**src/rtl/rv32i_pkg.sv**
```systemverilog
// Shared RV32I pipeline definitions: data width, bubble encoding, fetch FSM states
// and the IF/ID register layout.
package rv32i_pkg;

  localparam int unsigned XLEN = 32;

  // addi x0, x0, 0
  localparam logic [XLEN-1:0] NOP_INSTR = 32'h0000_0013;

  typedef enum logic [1:0] {
    FetchIdle,
    FetchWait,
    FetchDiscard
  } fetch_state_e;

  typedef struct packed {
    logic [XLEN-1:0] instr;
    logic [XLEN-1:0] pc;
    logic [XLEN-1:0] pc_plus4;
    logic            valid;
  } ifid_t;

  localparam ifid_t IFID_BUBBLE = '{
    instr:    NOP_INSTR,
    pc:       '0,
    pc_plus4: '0,
    valid:    1'b0
  };

endpackage

```
**src/rtl/fetch_stage.sv**
```systemverilog
// RV32I instruction fetch: owns the PC, drives a single-outstanding imem port and the
// IF/ID register, with a one-entry hold buffer so a response arriving during a stall survives.
module fetch_stage
  import rv32i_pkg::*;
#(
  parameter logic [XLEN-1:0] RESET_PC = 32'h0000_0000
) (
  input  logic            clk,
  input  logic            rst,
  input  logic            PCSrcE,
  input  logic [XLEN-1:0] PCTargetE,
  input  logic            stallF_load_hazard,
  output logic            imem_req,
  output logic [XLEN-1:0] imem_addr,
  input  logic            imem_rvalid,
  input  logic [XLEN-1:0] imem_rdata,
  output logic [XLEN-1:0] PCF,
  output logic [XLEN-1:0] InstrD,
  output logic [XLEN-1:0] PCD,
  output logic [XLEN-1:0] PCPlus4D,
  output logic            ValidD
);

  fetch_state_e    state_q, state_d;
  logic [XLEN-1:0] pcf_q, pcf_d;
  logic [XLEN-1:0] pc_out_q, pc_out_d;
  logic            hold_valid_q, hold_valid_d;
  logic [XLEN-1:0] hold_instr_q, hold_instr_d;
  logic [XLEN-1:0] hold_pc_q, hold_pc_d;
  ifid_t           ifid_q, ifid_d;

  logic issue;
  logic rsp_live;
  logic rsp_stale;

  // rvalid while IDLE is a protocol error and is deliberately not decoded here.
  assign rsp_live  = (state_q == FetchWait) && imem_rvalid;
  assign rsp_stale = (state_q == FetchDiscard) && imem_rvalid;

  assign issue = !rst && !PCSrcE && !stallF_load_hazard &&
                 ((state_q == FetchIdle) || imem_rvalid);

  assign imem_req  = issue;
  assign imem_addr = pcf_q;
  assign PCF       = pcf_q;

  assign InstrD   = ifid_q.instr;
  assign PCD      = ifid_q.pc;
  assign PCPlus4D = ifid_q.pc_plus4;
  assign ValidD   = ifid_q.valid;

  always_comb begin
    state_d      = state_q;
    pcf_d        = pcf_q;
    pc_out_d     = pc_out_q;
    hold_valid_d = hold_valid_q;
    hold_instr_d = hold_instr_q;
    hold_pc_d    = hold_pc_q;
    ifid_d       = ifid_q;

    if (PCSrcE) begin
      pcf_d        = PCTargetE;
      ifid_d       = IFID_BUBBLE;
      hold_valid_d = 1'b0;
      if (state_q != FetchIdle) begin
        state_d = imem_rvalid ? FetchIdle : FetchDiscard;
      end
    end else if (stallF_load_hazard) begin
      // IF/ID frozen; a live response parks in the hold buffer instead.
      if (rsp_live) begin
        hold_valid_d = 1'b1;
        hold_instr_d = imem_rdata;
        hold_pc_d    = pc_out_q;
        state_d      = FetchIdle;
      end else if (rsp_stale) begin
        state_d = FetchIdle;
      end
    end else begin
      if (hold_valid_q) begin
        ifid_d       = '{instr: hold_instr_q, pc: hold_pc_q,
                         pc_plus4: hold_pc_q + 32'd4, valid: 1'b1};
        hold_valid_d = 1'b0;
      end else if (rsp_live) begin
        ifid_d = '{instr: imem_rdata, pc: pc_out_q,
                   pc_plus4: pc_out_q + 32'd4, valid: 1'b1};
      end else begin
        ifid_d = IFID_BUBBLE;
      end

      if (rsp_live || rsp_stale) begin
        state_d = FetchIdle;
      end

      if (issue) begin
        pc_out_d = pcf_q;
        pcf_d    = pcf_q + 32'd4;
        state_d  = FetchWait;
      end
    end
  end

  always_ff @(posedge clk or posedge rst) begin
    if (rst) begin
      state_q      <= FetchIdle;
      pcf_q        <= RESET_PC;
      pc_out_q     <= '0;
      hold_valid_q <= 1'b0;
      hold_instr_q <= '0;
      hold_pc_q    <= '0;
      ifid_q       <= IFID_BUBBLE;
    end else begin
      state_q      <= state_d;
      pcf_q        <= pcf_d;
      pc_out_q     <= pc_out_d;
      hold_valid_q <= hold_valid_d;
      hold_instr_q <= hold_instr_d;
      hold_pc_q    <= hold_pc_d;
      ifid_q       <= ifid_d;
    end
  end

endmodule
```
**config.mk**
```make
export PLATFORM = sky130hd
export DESIGN_NAME = fetch_stage
export DESIGN_NICKNAME = d
export VERILOG_FILES = /design/src/rtl/rv32i_pkg.sv /design/src/rtl/fetch_stage.sv
export SDC_FILE = /design/constraint.sdc
export NUM_CORES = 1
export LEC_CHECK = 0
export ABC_AREA = 1
export ABC_CLOCK_PERIOD_IN_PS = 8200
export BUFFER_PORTS_ARGS = -buffer_cell sky130_fd_sc_hd__buf_4
export CAP_MARGIN = 30
export CORE_ASPECT_RATIO = 0.7
export CORE_UTILIZATION = 35
export DETAILED_ROUTE_END_ITERATION = 7
export PLACE_DENSITY_LB_ADDON = 0.2
export SLEW_MARGIN = 0
export SYNTH_ARGS = -nofsm -noshare
export SYNTH_HDL_FRONTEND = slang
export SYNTH_SLANG_ARGS = --single-unit
export TNS_END_PERCENT = 100
```
**constraint.sdc**
```tcl
create_clock -name clk -period 8.2 [get_ports clk]
set_input_delay 0.41 -clock clk [delete_from_list [all_inputs] [get_ports clk]]
set_output_delay 0.41 -clock clk [all_outputs]
set_load 0.1 [all_outputs]
```
Yosys cells after proc, flatten, opt, wreduce, memory -nomap -nowiden:

Index checks and enable logic that the tools add are counted.

* input port bits: 69
* register bits after elaboration: 228
* output and inout port bits: 162

* equality and inequality tests: 6
* muxes and demuxes: 18
* reduce and logical (&&, ||, !) cells: 18
* add/sub/neg operators: 3
* bitwise gates (word level): 2

Operators by type and width (count)
* $mux 97: 4
* $add 32x3->32 const B: 3
* $mux 32: 3
* $mux 2: 8
* $reduce_and 3->1: 3
* $logic_and 1x1->1: 5
* $ne 4x2->1 const B: 1
* $reduce_bool 2->1: 2
* $reduce_bool 4->1: 1
* $logic_not 1->1: 3
* $mux 1: 3
* $ne 3x2->1 const B: 1
* $eq 2x1->1 const B: 1
* $eq 2x2->1 const B: 1
* $logic_not 2->1: 1
* $logic_or 1x1->1: 2
* $ne 2x1->1 const B: 1
* $ne 2x2->1 const B: 1
* $not 1->1: 2
* $reduce_and 2->1: 1

Logic depth before layout (Yosys ltp):

Gate-level depths: netlist of run 1.

* depth in word-level cells: 7
* mapped depth: 12
* gate-level depth less buffers: 12

Least setup slack after synthesis of run 1:

No wires, ideal clock.

* path type: input to output
* start: in rst
* end: out imem_req
* stages on the path: 4
* path slack: 1523 ps
* buffers on the path: 1
* arrival: 6267 ps
* data required time: 7790 ps
* cells stage by stage: inv_1 > nand3_2 > inv_2 > buf_2

* longest elaborated chain between the ends: 4

RTL lines
* start, declared: line fetch_stage.sv:9 `input logic rst,`
* $logic_not 1->1 (no source line)
* $logic_and 1x1->1 (3 in a row): line fetch_stage.sv:40 `assign issue = !rst && !PCSrcE && !stallF_load_hazard &&`
* end, declared: line fetch_stage.sv:13 `output logic imem_req,`

Every way passes these cells.

Final worst setup path of run 1:

* start: in PCSrcE
* end: out imem_req

* longest elaborated chain between the ends: 4

RTL lines
* start, declared: line fetch_stage.sv:10 `input logic PCSrcE,`
* $logic_not 1->1: line fetch_stage.sv:40
* $logic_and 1x1->1 (3 in a row): line fetch_stage.sv:40

Every way passes these cells.

==> results of run 1 <==
per-stage QoR:
| step | power (mW) | instance area, um^2 | setup slack (ps) | hold slack [ps] |
|---|---|---|---|---|
| after global placement | 2.36 | 13900 | 3950 | 469 |
| after detailed placement | 2.37 | 14000 | 3940 | 468 |
| final | 3.51 | 14800 | 4290 | -24.5 |
| after floorplan | 2.14 | 12100 | 1520 | 453 |
| after CTS | 3.54 | 14800 | 4320 | 36.4 |
| after global routing | 3.67 | 14800 | 4020 | 29.3 |
sequential cells by signal (all words and copies together), names as in the netlist:
name          cells
hold_pc_q        32
PCF              32
state_q           2
hold_instr_q     32
PCD              32
PCPlus4D         30
InstrD           32
hold_valid_q      1
pc_out_q         32
ValidD            1
layer usage:
| layer | GRT usage (%) | part of all wire, % | vias up |
|---|---|---|---|
| met5 | 0 | 0 | - |
| met4 | 3.95 | 1.5 | 0 |
| met3 | 3.67 | 6.5 | 43 |
| met2 | 32.4 | 44 | 356 |
| met1 | 33.1 | 48 | 5368 |
| li1 | - | - | 5351 |
worst max-delay path, delay by kind of cell:
kind | cells | cell delay (ps)
buffers and inverters | 6 | 2260
and+or+nand+nor | 2 | 770
synth_stat cells (4+ instances only):
cell type	n
o211ai_1	13
nor3_1	13
o31ai_1	7
o21bai_1	6
inv_1	111
nand4_1	23
dfrtp_1	223
nand2_1	426
nand3_1	111
nor2_1	148
a22o_1	8
clkbuf_1	32
a22oi_1	36
mux2_1	11
buf_6	4
o21ai_0	107
nand3b_1	6
buf_1	6
xor2_1	12
mux2_4	20
nor2_4	4
nor2_2	13
inv_2	11
a21oi_1	21
o21ai_1	52
buf_2	29
buf_4	34
a32o_1	8
cell families (layout without fill, tap and decap cells):
kind of cell / count (synthesis) / count (layout) / synth area share [%]
multiplexers: 34 / 34 / 3.78
AND/OR/NAND/NOR: 754 / 754 / 26.4
AO/OA/AOI/OAI: 270 / 270 / 13.2
flip-flops: 226 / 226 / 46.7
buffers and inverters: 227 / 406 / 8.62
XOR/XNOR: 14 / 14 / 1.01
adder cells (fa/ha/maj): 3 / 3 / 0.310
final cells by class:
| type | instances | share of cell area (%) |
|---|---|---|
| clock inverter | 8 | 0.338 |
| clock buffer | 36 | 5.33 |
| inverter | 122 | 3.14 |
| multi-input combinational | 1075 | 36.7 |
| tap | 464 | 3.92 |
| timing repair buffer | 240 | 12.3 |
| sequential | 226 | 38.2 |
path summary, 6_finish.rpt:
check | to | from
hold / removal | hold_instr_q[10]$_DFFE_PP0P_ | rst
max in group asynchronous | hold_valid_q$_DFFE_PP0P_ | rst
setup / recovery | imem_req | PCSrcE
min in group clk | PCF[7]$_DFFE_PP0P_ | PCTargetE[7]
hold reg to reg | PCPlus4D[5]$_DFFE_PP0N_ | PCPlus4D[5]$_DFFE_PP0N_
setup reg to reg | state_q[0]$_DFFE_PP0P_ | state_q[1]$_DFFE_PP0P_
power groups by stage:
stage               clock network (mW)  logic [mW]  registers [mW]
finish                            1.15       0.869            1.49
global route                      1.22       0.937            1.52
CTS                               1.18       0.875            1.48
detailed placement                   0       0.873            1.50
global placement                     0       0.862            1.50
floorplan                            0       0.505            1.63
==> out/results.md, run 1 <==
Run status
* status: finished with violations
* failing checks: hold timing

Clock tree
* TritonCTS clock tree: built
* Clock transition at path regs: 50 ps
* post-cts gate resize count: 0
* postcts setup bufs: 0
* clock root cell: clkbuf_16
* number of clock buffers inserted by TritonCTS: 26
* total number of H-tree levels: 1
* clock tree sinks: 226
* number of hold buffers added after cts: 0
* largest buffer count on any clock path: 3
* clock insertion delay at the later pin of the skew report: 540 ps

Critical path
* cell with the biggest individual delay on the critical path: nand2_4
* worst setup slack for register-to-register paths: 5490 ps
* Critical Path Max Stage Delay: 600 ps
* endpoint class of the critical path: output pin
* length in cells of the worst reg-to-reg path: 7
* kind of start point of the critical path: primary input
* kind of critical path: primary input to output pin
* CP Cell Sequence: buf_4 -> inv_2 -> nand2_4 -> inv_2 -> nand3_2 -> buf_4 -> inv_2 -> buf_4
* largest fanout on the critical path: 76
* CP Data Arrival Time: 3500 ps
* CP Data Required Time: 7790 ps

Place
* GP Congestion: 0.957
* DP Cell Count: 2,127
* # port buffers: 230
* Detailed Place HPWL: 27,400 um

Pwr
* Pwr Density: 237 mW/mm^2
* IR Drop Worst-Case VDD: 0.000156 V
* clock group share of total power: 32.8%
* cell-internal power: 2.19 mW
* sequential share of power: 42.4%
* fraction of power spent switching nets: 37.6%
* static leakage: 7.13 nW
* combinational group share of total power: 24.8%
* P_sw: 1.32 mW

Layout
* Final Net Count: 1,763
* most frequent standard cell in the layout excluding fill and tap cells: nand2_1
* filler-free cell count of the finished design: 2,171
* sequential cell area: 0.00566 mm^2
* commonest non-fill, non-tap cells in the layout: 425 x nand2_1, 239 x buf_4, 222 x dfrtp_1
* total of fill cells in the finished design: 3,414
* final design utilization: 43.8%
* area occupied by multi-input gates: 0.00544 mm^2
* Antenna Cells: 0
* relative area change from synthesis to final layout: 22.1%
* layout cell share with drive strength beyond 1: 20.4%

Floorplan
* Die X: 224 um
* number of primary I/O pins: 231
* Total Die Area: 0.0354 mm^2
* height of the die: 158 um
* starting density of the core: 35.9%
* number of placement rows: 56
* core area: 0.0338 mm^2

STA
* min cycle time layout: 3910 ps
* final setup TNS: 0 ps
* RSZ-0062 raised after global routing: no
* Achievable Freq: 256 MHz
* worst-case clock skew: 13.4 ps
* pins over their slew limit: 0
* Worst Hold Margin: -24.5 ps
* slew at the pin closest to its max-slew limit: 925 ps
* Final Hold Viols: 3
* max-slew headroom at the worst pin: 38.2%
* ratio of final minimum period to clock period: 47.7%
* Final setup violation count: 0

Global routing
* gr usage total: 21.8%
* wire length of the first global-routing pass: 60,400 um
* largest net degree at the start of global routing: 112
* via count of the first global-routing pass: 10,300
* antenna violations before repair: 0
* aggregate global routing overflow: 0

Logic synthesis
* net count after synthesis: 1,600
* synthesized area divided by synthesized cell count: 7.94 um^2
* count of cell types in the netlist: 42
* cell types with the largest area share after synthesis: dfrtp_1 46%, nand2_1 13%, nand3_1 4.6%
* summed instance area of the synthesized netlist: 0.0121 mm^2
* Synth Flop Type: dfrtp_1
* Yosys top cell area share: 46.0%
* Synth area leader: dfrtp_1
* Post-synth EDFFs: 0
* sequential element share of the synthesized area: 46.7%
* Warnings, synthesis: 0
* Yosys reg bits: 226
* cell count after synthesis: 1,528
* proportion of synthesized flip-flops having asynchronous set or reset: 100%

Routing
* Final ANT Viol Nets: 0
* remaining design rule violation count: 0
* total wire length after detailed routing: 39,000 um
* overall via count from detail_route: 11,100
* routed len/inst: 17.9 um
* iteration-0 DRC count of the detailed router: 1,092
* via density per instance: 5.12
* first-pass iteration count of the detailed router: 7

Worst hold path
* class of the most critical hold timing path: primary input to async pin

Run
* max-cap check violation count: 0

Note: power is estimated with default switching activity, not from simulation.
==> run 2, diff against run 1 <==
--- a/config.mk
+++ b/config.mk
@@ -6,7 +6,7 @@
 export NUM_CORES = 1
 export LEC_CHECK = 0
 export ABC_AREA = 1
-export ABC_CLOCK_PERIOD_IN_PS = 8200
+export ABC_CLOCK_PERIOD_IN_PS = 3500
 export BUFFER_PORTS_ARGS = -buffer_cell sky130_fd_sc_hd__buf_4
 export CAP_MARGIN = 30
 export CORE_ASPECT_RATIO = 0.7
==> constraint.sdc (replaced) <==
create_clock -name clk -period 3.5 [get_ports clk]
set_input_delay 0.175 -clock clk [delete_from_list [all_inputs] [get_ports clk]]
set_output_delay 0.175 -clock clk [all_outputs]
set_load 0.1 [all_outputs]
==> run 2 against run 1 <==
Against the previous run:
- the flow still finishes with violations (hold timing)
- count of clock-buffer cells in the layout decreased by 5
- first-iteration DRC count grew 9.7%
- register-to-register slack got worse by 4400 ps
- flip-flop and latch count unchanged
- final cell count grew 3.3%
- routed wire length up 2.9%
- clock power rose to 2.5 times the previous value
- design area is 5.5% higher
- utilization grew 2.4 points
- critical endpoint unchanged
- largest power group unchanged
- highest routed layer unchanged
==> out/results.md, run 2 (synthesis gave the netlist of run 1 again) <==
Global routing
* gr usage total: 22.6%
* aggregate global routing overflow: 0
* largest net degree at the start of global routing: 149
* via count of the first global-routing pass: 10,800
* wire length of the first global-routing pass: 62,400 um
* antenna violations before repair: 0

Clock tree
* total number of H-tree levels: 1
* number of clock buffers inserted by TritonCTS: 25
* largest buffer count on any clock path: 3
* clock tree sinks: 226
* clock insertion delay at the later pin of the skew report: 540 ps
* TritonCTS clock tree: built
* Clock transition at path regs: 60 ps
* postcts setup bufs: 0
* clock root cell: clkbuf_16

Floorplan
* Total Die Area: 0.0354 mm^2
* core area: 0.0338 mm^2
* height of the die: 158 um
* Die X: 224 um
* number of placement rows: 56
* starting density of the core: 35.9%
* number of primary I/O pins: 231

Layout
* filler-free cell count of the finished design: 2,243
* layout cell share with drive strength beyond 1: 20.2%
* final instance area: 0.0156 mm^2
* final design utilization: 46.2%
* most frequent standard cell in the layout excluding fill and tap cells: nand2_1
* Final Net Count: 1,833
* relative area change from synthesis to final layout: 28.7%
* commonest non-fill, non-tap cells in the layout: 422 x nand2_1, 242 x buf_4, 222 x dfrtp_1
* Antenna Cells: 0

Pwr
* cell-internal power: 5.38 mW
* clock group share of total power: 34.2%
* Pwr Density: 545 mW/mm^2
* fraction of power spent switching nets: 36.8%
* combinational group share of total power: 24.8%
* IR Drop Worst-Case VDD: 0.000292 V
* P_sw: 3.13 mW
* sequential share of power: 41.0%
* static leakage: 7.45 nW
* power after layout: 8.51 mW

Worst hold path
* class of the most critical hold timing path: primary input to async pin

STA
* Worst Hold Margin: -69.9 ps
* ratio of final minimum period to clock period: 77.3%
* slew at the pin closest to its max-slew limit: 1060 ps
* worst-case clock skew: 13.8 ps
* Final Hold Viols: 23
* Final setup violation count: 0
* min cycle time layout: 2710 ps
* RSZ-0062 raised after global routing: no
* max-slew headroom at the worst pin: 29.2%
* Achievable Freq: 369 MHz
* pins over their slew limit: 0

Critical path
* CP Data Arrival Time: 2530 ps
* CP Data Required Time: 3320 ps
* kind of start point of the critical path: primary input
* kind of critical path: primary input to output pin
* largest fanout on the critical path: 25
* endpoint class of the critical path: output pin

Run
* max-cap check violation count: 0

Routing
* iteration-0 DRC count of the detailed router: 1,198
* via density per instance: 5.10
* Final ANT Viol Nets: 0
* routed len/inst: 17.9 um
* total wire length after detailed routing: 40,100 um
* remaining design rule violation count: 0
* overall via count from detail_route: 11,400
* first-pass iteration count of the detailed router: 5

Run status
* failing checks: hold timing
* status: finished with violations

Place
* post-detailed-placement cell area: 0.0141 mm^2
* # port buffers: 230
* DP Cell Count: 2,132
* Detailed Place HPWL: 27,800 um
* GP Congestion: 0.911

## run 2: worst max-delay path, stage by stage
cell and delay [ps]:
dlygate4sd3_1 550, buf_4 150, inv_2 90, nand2_4 50, inv_2 420, nand3_2 240, inv_2 440, buf_4 390
## run 2: final timing paths
kind	cells past startpoint	slack, ps	end	from
max reg2reg	5	1090	InstrD[6]$_DFFE_PP0N_	state_q[1]$_DFFE_PP0P_
max in group asynchronous	4	2350	pc_out_q[16]$_DFFE_PP0P_	rst
min in group clk	3	90	PCF[1]$_DFFE_PP0P_	PCSrcE
max	8	790	imem_req	stallF_load_hazard
min	3	-70	hold_instr_q[10]$_DFFE_PP0P_	rst
min reg2reg	2	480	PCPlus4D[13]$_DFFE_PP0N_	PCPlus4D[13]$_DFFE_PP0N_
## run 2: per-stage QoR
stage               worst slack [ps]  TNS, ps
finish                           793        0
global route                     652        0
CTS                              799        0
detailed placement              1030        0
global placement                1070        0
floorplan                      -1110   -67320
## run 2: timing repair
action / CTS / global route
endpoints found under the setup margin: 0 / 0
hold buffers: 66 / 0
resized for setup: 0 / 0
endpoints found under the hold margin: 99 / 0
## run 2: area by class of cell
cell class | count | area [um^2]
clock inverter | 14 | 206
multi-input combinational | 1075 | 5470
tap | 464 | 581
sequential | 226 | 5660
fill | 3337 | 18200
inverter | 122 | 462
clock buffer | 31 | 688
timing repair buffer | 311 | 2540
## run 2: metal layers
layer,vias up,routed length (um),GRT usage [%]
li1,5489,-,-
met4,0,561,4.21
met1,5502,18900,34.0
met2,420,17700,33.6
met3,36,2980,4.19
met5,-,0,0
## run 2: power by group through the flow
stage	sequential, mW	clock (mW)	combinational, mW
after floorplan	3.83	0	1.20
after global placement	3.51	0	2.03
after detailed placement	3.52	0	2.05
after CTS	3.48	2.98	2.12
after global routing	3.55	3.08	2.28
final	3.49	2.91	2.11
==> run 3, diff against run 2 <==
--- a/config.mk
+++ b/config.mk
@@ -6,7 +6,7 @@
 export NUM_CORES = 1
 export LEC_CHECK = 0
 export ABC_AREA = 1
-export ABC_CLOCK_PERIOD_IN_PS = 3500
+export ABC_CLOCK_PERIOD_IN_PS = 2600
 export BUFFER_PORTS_ARGS = -buffer_cell sky130_fd_sc_hd__buf_4
 export CAP_MARGIN = 30
 export CORE_ASPECT_RATIO = 0.7
==> constraint.sdc (replaced) <==
create_clock -name clk -period 2.6 [get_ports clk]
set_input_delay 0.13 -clock clk [delete_from_list [all_inputs] [get_ports clk]]
set_output_delay 0.13 -clock clk [all_outputs]
set_load 0.1 [all_outputs]
==> run 3 against run 2 <==
Against the previous run:
- the flow now finishes without violations
- combinational power rose by 36%
- worst hold slack improved by 420 ps
- sequential share of layout area down 0.19 points
- global-route usage down 0.060 points
- sequential power up 34%
- critical endpoint unchanged
==> out/results.md, run 3 (synthesis gave the netlist of run 1 again) <==
Global routing
* aggregate global routing overflow: 0
* antenna violations before repair: 0
* gr usage total: 22.5%
* wire length of the first global-routing pass: 62,400 um
* via count of the first global-routing pass: 10,700
* largest net degree at the start of global routing: 151

STA
* slew at the pin closest to its max-slew limit: 968 ps
* RSZ-0062 raised after global routing: no
* Final Hold Viols: 0
* min cycle time layout: 2260 ps
* pins over their slew limit: 0
* ratio of final minimum period to clock period: 86.9%
* Final setup violation count: 0
* worst-case clock skew: 13.8 ps
* Achievable Freq: 443 MHz
* Worst Hold Margin: 352 ps
* max-slew headroom at the worst pin: 35.5%

Clock tree
* largest buffer count on any clock path: 3
* clock insertion delay at the later pin of the skew report: 540 ps
* number of clock buffers inserted by TritonCTS: 25
* total number of H-tree levels: 1
* post-cts gate resize count: 0
* clock root cell: clkbuf_16
* number of hold buffers added after cts: 68
* clock tree sinks: 226
* TritonCTS clock tree: built
* Clock transition at path regs: 60 ps
* postcts setup bufs: 0

Routing
* routed len/inst: 18.1 um
* iteration-0 DRC count of the detailed router: 1,154
* total wire length after detailed routing: 40,700 um
* first-pass iteration count of the detailed router: 5
* overall via count from detail_route: 11,400
* via density per instance: 5.08
* Final ANT Viol Nets: 0
* remaining design rule violation count: 0

Critical path
* cell with the biggest individual delay on the critical path: inv_2
* CP Data Required Time: 2470 ps
* kind of critical path: flip-flop to output pin
* Critical Path Max Stage Delay: 430 ps
* CP Data Arrival Time: 2130 ps
* endpoint class of the critical path: output pin
* largest fanout on the critical path: 22
* kind of start point of the critical path: flip-flop
* CP Cell Sequence: o21ai_1 -> nand3_2 -> inv_2 -> buf_4
* CP top delay family: buffers and inverters
* sum of buffers and inverters on the critical path: 2

Worst hold path
* class of the most critical hold timing path: primary input to flip-flop

Place
* DP Cell Count: 2,138
* Detailed Place HPWL: 28,300 um
* GP Congestion: 0.943
* # port buffers: 230

Floorplan
* height of the die: 158 um
* starting density of the core: 35.9%
* Die X: 224 um
* core area: 0.0338 mm^2
* number of primary I/O pins: 231
* Total Die Area: 0.0354 mm^2
* number of placement rows: 56

Pwr
* IR Drop Worst-Case VDD: 0.000385 V
* fraction of power spent switching nets: 37.2%
* Pwr Density: 726 mW/mm^2
* P_sw: 4.23 mW
* clock group share of total power: 33.5%
* static leakage: 7.49 nW
* cell-internal power: 7.15 mW
* combinational group share of total power: 25.3%
* sequential share of power: 41.2%

Run status
* status: finished, final reports clean

Run
* max-cap check violation count: 0

Layout
* relative area change from synthesis to final layout: 29.4%
* layout cell share with drive strength beyond 1: 20.5%
* commonest non-fill, non-tap cells in the layout: 422 x nand2_1, 244 x buf_4, 222 x dfrtp_1
* final design utilization: 46.5%
* filler-free cell count of the finished design: 2,251
* Antenna Cells: 0
* most frequent standard cell in the layout excluding fill and tap cells: nand2_1
* Final Net Count: 1,841

## run 3: power groups by stage
stage | Combinational (mW) | Clock [mW] | Sequential (mW)
2_1_floorplan | 1.61 | 0 | 5.15
4_1_cts | 2.90 | 3.90 | 4.68
5_1_grt | 3.10 | 4.04 | 4.77
3_5_place_dp | 2.80 | 0 | 4.74
3_3_place_gp | 2.79 | 0 | 4.72
6_report | 2.88 | 3.82 | 4.69
## run 3: cell type report
type | instances | area (um^2)
inverters | 122 | 462
multi-input cells | 1075 | 5470
flip-flops and latches | 226 | 5660
well taps | 464 | 581
clock buffers | 32 | 692
clock inverters | 13 | 173
fillers | 3359 | 18100
repair buffers | 319 | 2660
## run 3: path summary, 6_finish.rpt
kind | startpoint | to | slack, ps | cells past startpoint
max | state_q[1]$_DFFE_PP0P_ | imem_req | 340 | 4
min | PCTargetE[0] | PCF[0]$_DFFE_PP0P_ | 350 | 4
max reg2reg | PCF[2]$_DFFE_PP0P_ | PCF[28]$_DFFE_PP0P_ | 590 | 8
min reg2reg | PCPlus4D[11]$_DFFE_PP0N_ | PCPlus4D[11]$_DFFE_PP0N_ | 480 | 2
max in group asynchronous | rst | hold_pc_q[24]$_DFFE_PP0P_ | 1370 | 4
min in group asynchronous | rst | pc_out_q[7]$_DFFE_PP0P_ | 360 | 4
## run 3: through the flow
| step | setup slack (ps) | area, um^2 | power, mW | TNS (ps) |
|---|---|---|---|---|
| after global placement | 759 | 14100 | 7.51 | 0 |
| after floorplan | -1960 | 12200 | 6.76 | -233660 |
| after global routing | 260 | 15700 | 11.9 | 0 |
| after detailed placement | 664 | 14100 | 7.55 | 0 |
| after CTS | 335 | 15700 | 11.5 | 0 |
| final | 342 | 15700 | 11.4 | 0 |
## run 3: worst reg2reg max path: stages, from the launching register on
cell and delay (ps):
dfrtp_1 460, ha_1 230, nand3_1 150, inv_1 120, nand2_1 130, nor2_1 340
nand2_1 170, xor2_1 170, o21bai_1 150
## run 3: routing by layer
layer / wire length, um / up-vias / GRT usage, %
met5: 0 / - / 0
met4: 650 / 0 / 4.54
met3: 2940 / 42 / 4.36
met1: 19300 / 5495 / 33.5
met2: 17800 / 403 / 33.8
li1: - / 5494 / -
